### config.mk
export PLATFORM = sky130hd
export DESIGN_NAME = instr_encoder
export DESIGN_NICKNAME = d
export VERILOG_FILES = /design/src/rtl/instr_encoder.sv
export SDC_FILE = /design/constraint.sdc
export NUM_CORES = 1
export LEC_CHECK = 0
export CAP_MARGIN = 20
export CORE_AREA = 4 4 97 99
export CTS_CLUSTER_DIAMETER = 120
export CTS_CLUSTER_SIZE = 8
export DETAILED_ROUTE_END_ITERATION = 16
export DIE_AREA = 0 0 101 103
export PLACE_DENSITY_LB_ADDON = 0.15
export SLEW_MARGIN = 20
export SYNTH_ARGS = -nofsm -noshare
export SYNTH_HDL_FRONTEND = slang
export SYNTH_SLANG_ARGS = --single-unit
export TNS_END_PERCENT = 50
### constraint.sdc
create_clock -name clk -period 1.4 [get_ports clk]
set_input_delay 0.35 -clock clk [delete_from_list [all_inputs] [get_ports clk]]
set_output_delay 0.35 -clock clk [all_outputs]
set_load 0.005 [all_outputs]
### src/rtl/instr_encoder.sv
// instr_encoder: packs field-level instruction requests into RV32I/F words and
// writes them one at a time into instruction memory via a we/ack handshake.
// Optional feature macro: INSTR_ENCODER_FP_EN. When it is defined, the FLW, FSW
// and FPR classes are encoded. When it is undefined, those classes are rejected
// as illegal.
module instr_encoder #(
    parameter int AW         = 10,
    parameter int RESET_ADDR = 0
) (
    input  logic          clk,
    input  logic          reset,
    input  logic          req_valid,
    output logic          req_ready,
    input  logic [3:0]    req_class,
    input  logic [4:0]    req_rd,
    input  logic [4:0]    req_rs1,
    input  logic [4:0]    req_rs2,
    input  logic [2:0]    req_funct3,
    input  logic [6:0]    req_funct7,
    input  logic [31:0]   req_imm,
    output logic          mem_we,
    output logic [AW-1:0] mem_addr,
    output logic [31:0]   mem_wdata,
    input  logic          mem_ack,
    output logic          err,
    input  logic          err_clr,
    output logic [15:0]   count
);

`ifdef INSTR_ENCODER_FP_EN
    localparam bit FP_EN = 1'b1;
`else
    localparam bit FP_EN = 1'b0;
`endif

    localparam logic [3:0] CL_NOP   = 4'd0;
    localparam logic [3:0] CL_LW    = 4'd1;
    localparam logic [3:0] CL_FLW   = 4'd2;
    localparam logic [3:0] CL_SW    = 4'd3;
    localparam logic [3:0] CL_FSW   = 4'd4;
    localparam logic [3:0] CL_RTYPE = 4'd5;
    localparam logic [3:0] CL_FPR   = 4'd6;
    localparam logic [3:0] CL_BEQ   = 4'd7;
    localparam logic [3:0] CL_ITYPE = 4'd8;
    localparam logic [3:0] CL_JAL   = 4'd9;

    localparam logic [31:0] NOP_WORD = 32'h0000_0013;

    typedef enum logic {
        IDLE  = 1'b0,
        WRITE = 1'b1
    } stateT;

    stateT state, nextState;

    logic        readyQ;
    logic        vld_p0;
    logic        legal_p0;
    logic [31:0] encWord_p0;
    logic        unusedImmHi;

    // A request is legal when its class exists in this build. Branch and jump
    // offsets must also be even, because bit 0 has no slot in the B/J formats.
    function automatic logic isLegal(input logic [3:0] cls, input logic imm0);
        logic ok;
        ok = (cls <= CL_JAL);
        if (!FP_EN && (cls == CL_FLW || cls == CL_FSW || cls == CL_FPR))
            ok = 1'b0;
        if ((cls == CL_BEQ || cls == CL_JAL) && imm0)
            ok = 1'b0;
        return ok;
    endfunction

    // Builds the 32-bit instruction word. The opcode is fixed by the class, and
    // so is funct3 wherever the class implies one. Immediate bits that do not
    // fit in the format are dropped.
    function automatic logic [31:0] encodeWord(
        input logic [3:0]  cls,
        input logic [4:0]  rd,
        input logic [4:0]  rs1,
        input logic [4:0]  rs2,
        input logic [2:0]  f3,
        input logic [6:0]  f7,
        input logic [20:0] imm
    );
        logic [31:0] w;
        case (cls)
            CL_LW:    w = {imm[11:0], rs1, 3'b010, rd, 7'b0000011};
            CL_FLW:   w = {imm[11:0], rs1, 3'b010, rd, 7'b0000111};
            CL_SW:    w = {imm[11:5], rs2, rs1, 3'b010, imm[4:0], 7'b0100011};
            CL_FSW:   w = {imm[11:5], rs2, rs1, 3'b010, imm[4:0], 7'b0100111};
            CL_RTYPE: w = {f7, rs2, rs1, f3, rd, 7'b0110011};
            CL_FPR:   w = {f7, rs2, rs1, f3, rd, 7'b1010011};
            CL_BEQ:   w = {imm[12], imm[10:5], rs2, rs1, 3'b000, imm[4:1], imm[11], 7'b1100011};
            CL_ITYPE: w = {imm[11:0], rs1, f3, rd, 7'b0010011};
            CL_JAL:   w = {imm[20], imm[10:1], imm[11], imm[19:12], rd, 7'b1101111};
            default:  w = NOP_WORD;
        endcase
        return w;
    endfunction

    // Stage p0: handshake and combinational encode of the offered request.
    assign req_ready   = readyQ && (state == IDLE);
    assign vld_p0      = req_valid && req_ready;
    assign legal_p0    = isLegal(req_class, req_imm[0]);
    assign encWord_p0  = encodeWord(req_class, req_rd, req_rs1, req_rs2,
                                    req_funct3, req_funct7, req_imm[20:0]);
    assign unusedImmHi = ^req_imm[31:21];

    // Stage p1: the registered word is presented to memory while in WRITE.
    assign mem_we = (state == WRITE);

    // State register. The asynchronous reset aborts a pending write immediately.
    always_ff @(posedge clk or negedge reset) begin
        if (!reset) state <= IDLE;
        else        state <= nextState;
    end

    // Next-state logic. A legal accept starts a write, and the write ends on ack.
    always_comb begin
        nextState = state;
        case (state)
            IDLE:    if (vld_p0 && legal_p0) nextState = WRITE;
            WRITE:   if (mem_ack)            nextState = IDLE;
            default: nextState = IDLE;
        endcase
    end

    // Holds req_ready low during the reset cycle, then opens the request port.
    always_ff @(posedge clk or negedge reset) begin
        if (!reset) readyQ <= 1'b0;
        else        readyQ <= 1'b1;
    end

    // Captures the encoded word, advances the address and count on ack, and keeps err sticky.
    always_ff @(posedge clk or negedge reset) begin
        if (!reset) begin
            mem_wdata <= '0;
            mem_addr  <= AW'(RESET_ADDR);
            count     <= '0;
            err       <= 1'b0;
        end else begin
            if (vld_p0 && legal_p0)
                mem_wdata <= encWord_p0;
            if (state == WRITE && mem_ack) begin
                mem_addr <= mem_addr + AW'(4);
                count    <= count + 16'd1;
            end
            // A new error wins over a clear in the same cycle.
            if (vld_p0 && !legal_p0) err <= 1'b1;
            else if (err_clr)        err <= 1'b0;
        end
    end

endmodule
==> summary by stage <==
Final layout
The library cells used most frequently in the layout, excluding fill and tap cells, are buf_4, dfrtp_1, dlygate4sd2_1, clkdlybuf4s50_1, a22oi_1. The filler cell count is approximately 710. The total inserted antenna cells is 0. In the final layout, the share of cells above drive strength 1 is around a third.

From synthesis to final layout, the design area changed by 71.10%. In the final design database the tool counted about 600 nets. The leading cell type in the layout, fill and taps excluded is buf_4. Measured on the finished design, the core utilization comes to between 60% and 70%.

Critical path
The signal on the critical path passes through nor2b_1, buf_4, o311ai_4, buf_6, buf_16, mux2_4. The startpoint identified for the worst register-to-register timing path is mem_we. The required time of the critical path is between 1500 and 2000 ps. The largest single stage delay on the critical path is roughly 420 ps. The maximum fanout along the worst path is 4. The most critical setup path has its endpoint at mem_wdata[14]. The source of the critical timing path is mem_we. The worst setup path is captured at a flop.

The number of cells on the worst reg-to-reg path is 6. The cell with the largest stage delay on the worst path is dfrtp_1. The flop-to-flop setup slack is -140 ps. The worst register-to-register path ends at mem_wdata[14]. The critical path is of the reg -> reg type. The worst setup path is launched from a flop.

Data on the critical path arrives at its endpoint at between 1500 and 2000 ps.

Yosys
The post-synthesis area per instance is around 9.5 um2. The Yosys step of the flow raised 0 warnings. The library cell occupying the most area in the post-synthesis netlist is dfrtp_1. The synthesized design contains 0 enable-type register cells. The share of synthesized area in the top cell type comes to 43.48%. After synthesis, the cell types taking the most area are dfrtp_1, a22oi_1, nand2_1.

Yosys mapped the design onto 49 distinct sky130hd cell types. After synthesis, the share of flip-flops with an asynchronous set or reset is 100.0%. In this run the cell area of the synthesized design comes to between 3000 and 4000 um2. Synthesis produced a netlist whose cell count is 353. The share of the Yosys chip area taken by registers is 43.48%. The number of flip-flops and latches in the synthesized netlist is between 50 and 60. The most used flip-flop cell after synthesis is dfrtp_1.

Timing
The final-report setup violation count is 27. The largest clock skew in the final design is ~6.7 ps. The max-slew violation count was 0. The worst hold slack is between 8 and 9 ps. The number of endpoints with negative hold slack in the final report was 0.

In the post-route analysis, the smallest setup slack over all paths is -140.9 ps. Setup repair after global routing could not meet its margin everywhere. Based on the critical path, the design can be clocked at up to 0.6490 GHz. The period utilization is 110.1%.

Subtracting the final worst setup slack from the clock period gives roughly 1500 ps.

Route
Using the TritonRoute via totals, the vias-per-cell ratio works out to ~5.5. Before antenna repair, the detailed router went through 4 iterations. The DRC violation total after the first TritonRoute iteration is around 120. For this block, the routed nets add up to 10.67 mm of wire. Summing over every cut layer, the via total after detailed routing is ~3.5k. The remaining design rule violation count is 0. Dividing the detail-routed wire length by the instance count gives around 16 um. The detail route stage leaves a number of antenna-violating nets equal to 0.

Global route
The wire length of the first global-routing pass is roughly 17 mm. Entering global routing, the biggest net connects a little under 60 pins. The number of antenna violations at the first check in global routing came to 0. The leftover overflow at the end of global routing is 0. In the global route stage, overall resource usage came out at 20.51%. The number of global-route vias before repair was between 3k and 4k.

Clocking
After clock tree synthesis, the clock-pin slew on the worst setup and hold paths is about 70 ps. The number of clock sinks seen by CTS is just under 60. The tree is rooted in a clkbuf_8. Counting along the longest clock path gives a buffer depth of 2. The hold buffer count at CTS is 0. The number of H-tree levels is 3. Clock tree synthesis inserted a total of 9 buffers.

The insertion delay to the later sink of the worst-skew pair is ~340 ps. TritonCTS built the clock tree.

Die
The core region is 8551 um2. The floorplan step defined a die boundary enclosing between 10000 and 15000 um2. The overall die height is 103 um. Row generation in the floorplan step produced 34 rows. For this configuration, the core starts out at a cell density of between 30% and 40%. The die boundary width is 101 um. approximately 130 I/O pins were placed.

Min path
The min-delay analysis places its worst path in the category in -> async.

Placed design
The HPWL after detailed placement is 7.245 mm. The total of buffers placed on input and output ports is between 100 and 150. Routability-driven placement finished with a final weighted congestion of 0.8390.

Status
The flow ran to the end, but the final reports show violations. The checks that failed: negative setup slack.

Power and ir drop
The worst-case IR drop observed on VDD is 439.8 uV. Power comes to about 6000 uW. For this design the static power due to leakage is between 0.002 and 0.003 uW. The power per standard cell area is about 1000 nW/um2.

Run
The tool flagged a number of max-cap violations equal to 0.
==> where the power goes <==
part	internal, uW	total [uW]	switching, uW
Sequential	1990	2210	220
Clock	965	1670	706
Combinational	1190	2050	853
Total	4140	5920	1780
==> state kept, by name, summed over array words and instances (netlist names) <==
| signal | flops |
|---|---|
| mem_addr | 8 |
| count | 16 |
| mem_we | 1 |
| readyQ | 1 |
| mem_wdata | 31 |
| err | 1 |
==> cells in the mapped netlist (7+ instances only) <==
library cell	count
nor2b_1	13
a21oi_1	14
nand2b_1	7
mux2_2	8
a22oi_1	28
nand2_1	41
nand3_1	8
o21ai_0	15
buf_2	11
o21ai_1	28
xnor2_1	17
clkbuf_1	13
dfrtp_1	58
a22o_1	9
==> metal layers <==
layer,GRT usage [%],vias up,part of all wire (%)
met5,0,-,0
met4,4.806,0,0.45
met3,4.465,7,6.3
met2,36.61,122,52
met1,25.39,1744,42
li1,-,1670,-
==> metrics by stage <==
stage,worst slack (ps),area [um2],TNS (ps),cells
final,-140.9,5712,-1231,650
after global routing,-190.5,5712,-3706,650
after CTS,-142.1,5540,-1479,648
after floorplan,-169.3,3390,-3550,354
after detailed placement,-849.2,4967,-30740,604
after global placement,-805.6,4967,-29150,604
==> worst min-delay path by stage <==
stage	start	to	slack [ps]	depth (start not counted)
after global routing	reset	mem_addr[9]	20	2
after floorplan	reset	count[0]	50	0
final	reset	mem_addr[9]	8	2
after detailed placement	reset	mem_addr[9]	380	2
after CTS	reset	mem_addr[9]	9	2
after global placement	reset	mem_addr[9]	380	2
==> kinds of logic after synthesis <==
logic type	share of synthesized area (%)
buf+inv	5.360
other cells	0.2250
flops	43.48
compound gates	24.33
simple gates	14.47
fa+ha+maj	0.7495
mux	5.622
xor+xnor	5.772
==> what timing repair did <==
item | CTS | global route
cloned | 5 | 1
setup endpoints to repair | 94 | 51
buffers inserted | 26 | 2
pin swaps | 13 | 12
resized for setup | 134 | 50
==> final cells by class <==
class	count	area (um2)	area share, %
inverter	5	18.77	0.3286
sequential	58	1451	25.41
timing repair buffer	202	1929	33.78
clock buffer	12	165.2	2.892
tap	108	135.1	2.366
clock inverter	4	48.80	0.8543
multi-input combinational	261	1963	34.37
==> critical path: cells and delay by family (launching register included) <==
| family | cells | cell delay [ps] |
|---|---|---|
| AO/OA/AOI/OAI | 1 | 120 |
| multiplexers | 1 | 280 |
| AND/OR/NAND/NOR | 1 | 160 |
| buffers and inverters | 3 | 440 |
| flip-flops | 1 | 420 |
No activity file was read; power rests on OpenSTA's default activity.
